**config.mk**
```make
export PLATFORM = sky130hd
export DESIGN_NAME = amba_axi4_lite_master
export DESIGN_NICKNAME = d
export VERILOG_FILES = /design/src/rtl/amba_axil_pkg.sv /design/src/rtl/axil_master_watchdog.sv /design/src/rtl/amba_axi4_lite_master.sv
export SDC_FILE = /design/constraint.sdc
export NUM_CORES = 1
export LEC_CHECK = 0
export ABC_AREA = 1
export CAP_MARGIN = 20
export CORE_MARGIN = 1.5
export CORE_UTILIZATION = 37
export CTS_BUF_LIST = sky130_fd_sc_hd__clkbuf_8
export DETAILED_ROUTE_END_ITERATION = 6
export GPL_ROUTABILITY_DRIVEN = 0
export HOLD_SLACK_MARGIN = 0.12
export PLACE_DENSITY = 0.79
export RECOVER_POWER = 50
export SLEW_MARGIN = 20
export SYNTH_ARGS = -nofsm -noshare
export SYNTH_HDL_FRONTEND = slang
export SYNTH_SLANG_ARGS = --single-unit
```
**constraint.sdc**
```tcl
create_clock -name ACLK -period 4.74 [get_ports ACLK]
set_input_delay 1.422 -clock ACLK [delete_from_list [all_inputs] [get_ports ACLK]]
set_output_delay 1.422 -clock ACLK [all_outputs]
set_load 0.005 [all_outputs]
```
**src/rtl/amba_axil_pkg.sv**
```systemverilog
`default_nettype none
// ============================================================================
// Module      : amba_axil_pkg
// Description : Shared types and constants for the AXI4-Lite master.
// Revision    : 1.0 - initial release
// ============================================================================
package amba_axil_pkg;

    localparam int C_PROT_W = 3;
    localparam int C_RESP_W = 2;

    localparam logic [C_PROT_W-1:0] C_PROT_DEFAULT = 3'b000;

    typedef enum logic [C_RESP_W-1:0] {
        OKAY   = 2'b00,
        EXOKAY = 2'b01,
        SLVERR = 2'b10,
        DECERR = 2'b11
    } resp_t;

    typedef enum logic [2:0] {
        ST_IDLE    = 3'd0,
        ST_WR_REQ  = 3'd1,
        ST_WR_RESP = 3'd2,
        ST_RD_REQ  = 3'd3,
        ST_RD_DATA = 3'd4,
        ST_RSP     = 3'd5
    } state_t;

endpackage
`default_nettype wire

```
**src/rtl/axil_master_watchdog.sv**
```systemverilog
`default_nettype none
// ============================================================================
// Module      : axil_master_watchdog
// Description : Cycle counter that flags a bus transaction stuck too long.
// Revision    : 1.0 - initial release
// ============================================================================
module axil_master_watchdog
    import amba_axil_pkg::*;
#(
    parameter int TIMEOUT_CYCLES = 256
) (
    input  logic   clk,
    input  logic   rst,
    input  state_t i_state,
    output logic   o_expired
);

    localparam int              C_CNT_W = $clog2(TIMEOUT_CYCLES + 1);
    localparam logic [C_CNT_W-1:0] C_LIMIT = C_CNT_W'(TIMEOUT_CYCLES - 1);

    state_t              r_last_state;
    logic [C_CNT_W-1:0]  r_cnt;
    logic [C_CNT_W-1:0]  w_cnt;
    logic                w_active;

    assign w_active = (i_state == ST_WR_REQ) || (i_state == ST_WR_RESP) ||
                      (i_state == ST_RD_REQ) || (i_state == ST_RD_DATA);

    // The first cycle in a new state counts as zero, so each state gets a full budget.
    assign w_cnt     = (i_state != r_last_state) ? '0 : r_cnt;
    assign o_expired = w_active && (w_cnt == C_LIMIT);

    always_ff @(posedge clk or posedge rst) begin
        if (rst) begin
            r_last_state <= ST_IDLE;
            r_cnt        <= '0;
        end else begin
            r_last_state <= i_state;
            r_cnt        <= w_active ? (w_cnt + 1'b1) : '0;
        end
    end

endmodule
`default_nettype wire

```
**src/rtl/amba_axi4_lite_master.sv**
```systemverilog
`default_nettype none
// ============================================================================
// Module      : amba_axi4_lite_master
// Description : Single-outstanding AXI4-Lite initiator driven by a cmd/rsp port.
//               Optional watchdog abort compiled in with AXIL_MASTER_TIMEOUT_EN.
// Revision    : 1.0 - initial release
// ============================================================================
module amba_axi4_lite_master
    import amba_axil_pkg::*;
#(
    parameter int ADDR_W         = 32,
    parameter int DATA_W         = 32,
    parameter int TIMEOUT_CYCLES = 256
) (
    input  logic                  ACLK,
    input  logic                  ARST,
    input  logic                  i_cmd_valid,
    output logic                  o_cmd_ready,
    input  logic                  i_cmd_write,
    input  logic [ADDR_W-1:0]     i_cmd_addr,
    input  logic [DATA_W-1:0]     i_cmd_wdata,
    input  logic [DATA_W/8-1:0]   i_cmd_wstrb,
    input  logic [C_PROT_W-1:0]   i_cmd_prot,
    output logic                  o_rsp_valid,
    input  logic                  i_rsp_ready,
    output logic                  o_rsp_write,
    output logic [DATA_W-1:0]     o_rsp_rdata,
    output logic [C_RESP_W-1:0]   o_rsp_resp,
    output logic                  o_awvalid,
    output logic [ADDR_W-1:0]     o_awaddr,
    output logic [C_PROT_W-1:0]   o_awprot,
    input  logic                  i_awready,
    output logic                  o_wvalid,
    output logic [DATA_W-1:0]     o_wdata,
    output logic [DATA_W/8-1:0]   o_wstrb,
    input  logic                  i_wready,
    input  logic                  i_bvalid,
    input  logic [C_RESP_W-1:0]   i_bresp,
    output logic                  o_bready,
    output logic                  o_arvalid,
    output logic [ADDR_W-1:0]     o_araddr,
    output logic [C_PROT_W-1:0]   o_arprot,
    input  logic                  i_arready,
    input  logic                  i_rvalid,
    input  logic [DATA_W-1:0]     i_rdata,
    input  logic [C_RESP_W-1:0]   i_rresp,
    output logic                  o_rready
);

    localparam int C_STRB_W = DATA_W / 8;

    state_t                r_state,     w_state_nxt;
    logic                  r_cmd_ready, w_cmd_ready_nxt;
    logic                  r_awvalid,   w_awvalid_nxt;
    logic                  r_wvalid,    w_wvalid_nxt;
    logic                  r_bready,    w_bready_nxt;
    logic                  r_arvalid,   w_arvalid_nxt;
    logic                  r_rready,    w_rready_nxt;
    logic                  r_rsp_valid, w_rsp_valid_nxt;
    logic                  r_aw_done,   w_aw_done_nxt;
    logic                  r_w_done,    w_w_done_nxt;
    logic                  r_write,     w_write_nxt;
    logic [ADDR_W-1:0]     r_addr,      w_addr_nxt;
    logic [DATA_W-1:0]     r_wdata,     w_wdata_nxt;
    logic [C_STRB_W-1:0]   r_wstrb,     w_wstrb_nxt;
    logic [C_PROT_W-1:0]   r_prot,      w_prot_nxt;
    logic                  r_rsp_write, w_rsp_write_nxt;
    logic [DATA_W-1:0]     r_rsp_rdata, w_rsp_rdata_nxt;
    logic [C_RESP_W-1:0]   r_rsp_resp,  w_rsp_resp_nxt;

    logic                  w_aw_hs;
    logic                  w_w_hs;
    logic                  w_timeout;

`ifdef AXIL_MASTER_TIMEOUT_EN
    axil_master_watchdog #(
        .TIMEOUT_CYCLES (TIMEOUT_CYCLES)
    ) u_watchdog (
        .clk       (ACLK),
        .rst       (ARST),
        .i_state   (r_state),
        .o_expired (w_timeout)
    );
`else
    // Watchdog compiled out: a stalled responder stalls the master indefinitely.
    assign w_timeout = (TIMEOUT_CYCLES < 0);
`endif

    assign w_aw_hs = r_awvalid && i_awready;
    assign w_w_hs  = r_wvalid  && i_wready;

    always_comb begin
        w_state_nxt     = r_state;
        w_cmd_ready_nxt = r_cmd_ready;
        w_awvalid_nxt   = r_awvalid;
        w_wvalid_nxt    = r_wvalid;
        w_bready_nxt    = r_bready;
        w_arvalid_nxt   = r_arvalid;
        w_rready_nxt    = r_rready;
        w_rsp_valid_nxt = r_rsp_valid;
        w_aw_done_nxt   = r_aw_done;
        w_w_done_nxt    = r_w_done;
        w_write_nxt     = r_write;
        w_addr_nxt      = r_addr;
        w_wdata_nxt     = r_wdata;
        w_wstrb_nxt     = r_wstrb;
        w_prot_nxt      = r_prot;
        w_rsp_write_nxt = r_rsp_write;
        w_rsp_rdata_nxt = r_rsp_rdata;
        w_rsp_resp_nxt  = r_rsp_resp;

        case (r_state)
            ST_IDLE: begin
                w_cmd_ready_nxt = 1'b1;
                if (i_cmd_valid && r_cmd_ready) begin
                    w_cmd_ready_nxt = 1'b0;
                    w_write_nxt     = i_cmd_write;
                    w_addr_nxt      = i_cmd_addr;
                    w_wdata_nxt     = i_cmd_wdata;
                    w_wstrb_nxt     = i_cmd_wstrb;
                    w_prot_nxt      = i_cmd_prot;
                    if (i_cmd_write) begin
                        w_state_nxt   = ST_WR_REQ;
                        w_awvalid_nxt = 1'b1;
                        w_wvalid_nxt  = 1'b1;
                        w_aw_done_nxt = 1'b0;
                        w_w_done_nxt  = 1'b0;
                    end else begin
                        w_state_nxt   = ST_RD_REQ;
                        w_arvalid_nxt = 1'b1;
                    end
                end
            end
            ST_WR_REQ: begin
                if (w_aw_hs) begin
                    w_awvalid_nxt = 1'b0;
                    w_aw_done_nxt = 1'b1;
                end
                if (w_w_hs) begin
                    w_wvalid_nxt = 1'b0;
                    w_w_done_nxt = 1'b1;
                end
                if ((r_aw_done || w_aw_hs) && (r_w_done || w_w_hs)) begin
                    w_state_nxt  = ST_WR_RESP;
                    w_bready_nxt = 1'b1;
                end
            end
            ST_WR_RESP: begin
                if (i_bvalid && r_bready) begin
                    w_bready_nxt    = 1'b0;
                    w_rsp_write_nxt = 1'b1;
                    w_rsp_rdata_nxt = '0;
                    w_rsp_resp_nxt  = i_bresp;
                    w_rsp_valid_nxt = 1'b1;
                    w_state_nxt     = ST_RSP;
                end
            end
            ST_RD_REQ: begin
                if (i_arready && r_arvalid) begin
                    w_arvalid_nxt = 1'b0;
                    w_rready_nxt  = 1'b1;
                    w_state_nxt   = ST_RD_DATA;
                end
            end
            ST_RD_DATA: begin
                if (i_rvalid && r_rready) begin
                    w_rready_nxt    = 1'b0;
                    w_rsp_write_nxt = 1'b0;
                    w_rsp_rdata_nxt = i_rdata;
                    w_rsp_resp_nxt  = i_rresp;
                    w_rsp_valid_nxt = 1'b1;
                    w_state_nxt     = ST_RSP;
                end
            end
            ST_RSP: begin
                if (i_rsp_ready) begin
                    w_rsp_valid_nxt = 1'b0;
                    w_cmd_ready_nxt = 1'b1;
                    w_state_nxt     = ST_IDLE;
                end
            end
            default: begin
                w_state_nxt     = ST_IDLE;
                w_cmd_ready_nxt = 1'b0;
                w_awvalid_nxt   = 1'b0;
                w_wvalid_nxt    = 1'b0;
                w_bready_nxt    = 1'b0;
                w_arvalid_nxt   = 1'b0;
                w_rready_nxt    = 1'b0;
                w_rsp_valid_nxt = 1'b0;
            end
        endcase

        // Debug abort: drop every handshake and report DECERR to the command side.
        if (w_timeout) begin
            w_awvalid_nxt   = 1'b0;
            w_wvalid_nxt    = 1'b0;
            w_bready_nxt    = 1'b0;
            w_arvalid_nxt   = 1'b0;
            w_rready_nxt    = 1'b0;
            w_rsp_valid_nxt = 1'b1;
            w_rsp_write_nxt = r_write;
            w_rsp_rdata_nxt = '0;
            w_rsp_resp_nxt  = DECERR;
            w_state_nxt     = ST_RSP;
        end
    end

    always_ff @(posedge ACLK or posedge ARST) begin
        if (ARST) begin
            r_state     <= ST_IDLE;
            r_cmd_ready <= 1'b0;
            r_awvalid   <= 1'b0;
            r_wvalid    <= 1'b0;
            r_bready    <= 1'b0;
            r_arvalid   <= 1'b0;
            r_rready    <= 1'b0;
            r_rsp_valid <= 1'b0;
            r_aw_done   <= 1'b0;
            r_w_done    <= 1'b0;
            r_write     <= 1'b0;
            r_addr      <= '0;
            r_wdata     <= '0;
            r_wstrb     <= '0;
            r_prot      <= C_PROT_DEFAULT;
            r_rsp_write <= 1'b0;
            r_rsp_rdata <= '0;
            r_rsp_resp  <= '0;
        end else begin
            r_state     <= w_state_nxt;
            r_cmd_ready <= w_cmd_ready_nxt;
            r_awvalid   <= w_awvalid_nxt;
            r_wvalid    <= w_wvalid_nxt;
            r_bready    <= w_bready_nxt;
            r_arvalid   <= w_arvalid_nxt;
            r_rready    <= w_rready_nxt;
            r_rsp_valid <= w_rsp_valid_nxt;
            r_aw_done   <= w_aw_done_nxt;
            r_w_done    <= w_w_done_nxt;
            r_write     <= w_write_nxt;
            r_addr      <= w_addr_nxt;
            r_wdata     <= w_wdata_nxt;
            r_wstrb     <= w_wstrb_nxt;
            r_prot      <= w_prot_nxt;
            r_rsp_write <= w_rsp_write_nxt;
            r_rsp_rdata <= w_rsp_rdata_nxt;
            r_rsp_resp  <= w_rsp_resp_nxt;
        end
    end

    assign o_cmd_ready = r_cmd_ready;
    assign o_rsp_valid = r_rsp_valid;
    assign o_rsp_write = r_rsp_write;
    assign o_rsp_rdata = r_rsp_rdata;
    assign o_rsp_resp  = r_rsp_resp;
    assign o_awvalid   = r_awvalid;
    assign o_awaddr    = r_addr;
    assign o_awprot    = r_prot;
    assign o_wvalid    = r_wvalid;
    assign o_wdata     = r_wdata;
    assign o_wstrb     = r_wstrb;
    assign o_bready    = r_bready;
    assign o_arvalid   = r_arvalid;
    assign o_araddr    = r_addr;
    assign o_arprot    = r_prot;
    assign o_rready    = r_rready;

endmodule
`default_nettype wire

```
==> qor.csv <==
metric,value,unit
hpwl,9.98,mm
ios,265,
drive_above_1_share,6.80,%
die_x,121,um
ys_types,20,
ys_seq_area_share,57.5,%
initial_core_util,38.3,%
worstMarginPinSlew,1.39,ns
muxShareOfSynthArea,0,%
min_period,3.41,ns
postCtsSetupBuffers,0,
fillers,1235,
ys.flop_type,dfrtp_1,
whs_path_depth,2,
vias,4548,
max-vdd-ir-drop,0.256,mV
core_area,13400,um^2
worstRegToRegCells,7,
min_period_over_period,71.9,%
portBuffers,264,
fmax,0.293,GHz
synth_compound_area_share,0.999,%
grt_max_degree,74,
wl,13.7,mm
synth_nets,729,
nets,958,
end_kind,register,
antenna_found_initial,1,
cp_data_arrival_time,3.72,ns
synth_area_leaders,"dfrtp_1, nand2_1, buf_4",
crit_type,input pin to register,
power_density,599,nW/um^2
root_buffer,clkbuf_8,
synth_area,5130,um^2
routed_via_density,4.42,
num_rows,42,
cts_tree,yes,
ys_warn_count,0,
grt_overflow,0,
dieHeight,121,um
drt_first_pass_iters,4,
syn2layout_area_growth,56.7,%
setup-tns-final,0,ns
grt_use_total,19.6,%
relSlewSlack,7.35,%
ys_seq_elements,118,
rsz0062_at_grt,false,
cts_inserted_buffers,17,
synthArstFlopShare,100,%
cap_violations,0,
ys_top_cells_by_count,"nand2_1, dfrtp_1, buf_4",
grt_pass1_wl,22.1,mm
wire_per_inst,13.3,um
hp-class,register to register,
critPathRequiredTime,5.05,ns
cts_hold_buffers,0,
place_area,7610,um^2
crit_path_start_kind,input pin,
synth_most_common_cell,nand2_1,
synth_xor_xnor_area_share,0,%
finalHoldViolCount,0,
clk_pin_slew,0.06,ns
setup_viol,0,
post_cts_resized,0,
synth_edf_count,0,
clock_latency,0.44,ns
critPathMaxFanout,73,
drt.antenna.violating_nets,0,
status,"finished, final reports clean",
synthAdderAreaFrac,0,%
leakage,4.09,nW
fin_area,8040,um^2
cts_buffer_depth,2,
postSynthAreaPerCell,8.39,um^2
htree_levels,4,
synthSimpleGateAreaFrac,31.7,%
cts_sinks,118,
postSynthCellCount,612,
die-area,14600,um^2
grt_pass1_vias,4511,
dr.first_iter.drc_count,233,
fin_skew,0.0104,ns
netlist.area_leader.share,57.5,%
drc,0,
yosysTopAreaCell,dfrtp_1,
drv_slew,0,
synth_top_family_by_area,simple AND/OR/NAND/NOR gates,
==> cells in the final DEF, fill, tap and decap left out, types with 7 or more instances in the layout <==
master	netlist	layout
inv_1	19	20
dlygate4sd3_1	0	66
o21ai_0	7	7
nor2_1	10	11
dfrtp_1	118	118
clkdlybuf4s50_1	0	198
nand3_1	15	16
nand2_2	22	22
nand2_1	351	351
clkbuf_8	0	20
==> report_power, final <==
part           internal, mW  leakage (nW)  switching [mW]  total, mW
logic                  1.15          2.34           0.920       2.07
registers              1.42          1.51           0.279       1.70
clock network         0.659         0.237           0.386       1.04
==> stage by stage <==
step           total power, mW  util [%]  setup slack [ns]  hold WS (ns)  instances
2_1_floorplan             2.78         -             0.189         0.463        612
3_3_place_gp              3.85      56.8              1.51         0.453        998
3_5_place_dp              3.91      56.8              1.47         0.457        998
4_1_cts                   4.99      60.2              1.91         0.474       1029
5_1_grt                   5.20      60.0              1.10         0.483       1030
6_report                  4.81      60.0              1.33         0.466       1030
==> cells by family (layout without fill, tap and decap cells) <==
logic type	Yosys count	after routing
simple gates	405	405
flops	118	118
buf+inv	79	320
compound gates	10	10
other cells	0	1
==> metal layers <==
metal	wire length, um	GRT usage [%]
met3	938	5.85
met1	5410	22.5
met4	542	12.1
met2	6850	32.2
met5	0	0
==> flip-flops by register name, summed over array words and instances, names as in the netlist, 2 cells and up <==
signal       flops
o_rsp_resp       2
r_state          3
o_wstrb          4
o_araddr        32
o_rsp_rdata     32
o_arprot         3
o_wdata         32
==> critical path, cell delays in order <==
cell and delay, ns:
dlygate4sd3_1 0.53, nand2_1 0.10, nor2_4 0.13, clkbuf_2 1.01, nor2_1 0.16, o21ai_0 0.23, nand2_1 0.07
==> layout make-up <==
| class | count | area, um^2 | area share [%] |
|---|---|---|---|
| Inverter | 21 | 85.1 | 1.06 |
| Tap cell | 176 | 220 | 2.74 |
| Clock inverter | 11 | 180 | 2.24 |
| Clock buffer | 20 | 275 | 3.42 |
| Sequential cell | 118 | 2950 | 36.7 |
| Multi-Input combinational cell | 415 | 1670 | 20.7 |
| Timing Repair Buffer | 268 | 2660 | 33.1 |
| Antenna cell | 1 | 2.50 | 0.0311 |
==> final timing paths <==
| path | startpoint | endpoint | slack [ns] |
|---|---|---|---|
| hold reg to reg | o_wstrb[1] | o_wstrb[1] | 0.47 |
| hold / removal | o_wstrb[1] | o_wstrb[1] | 0.47 |
| setup reg to reg | r_state[1] | r_aw_done | 2.09 |
| setup / recovery | i_cmd_valid | r_aw_done | 1.33 |
| min in group asynchronous | ARST | o_rsp_rdata[27] | 1.61 |
| max in group asynchronous | ARST | o_wdata[1] | 1.50 |
Note: power is estimated with default switching activity, not from simulation.
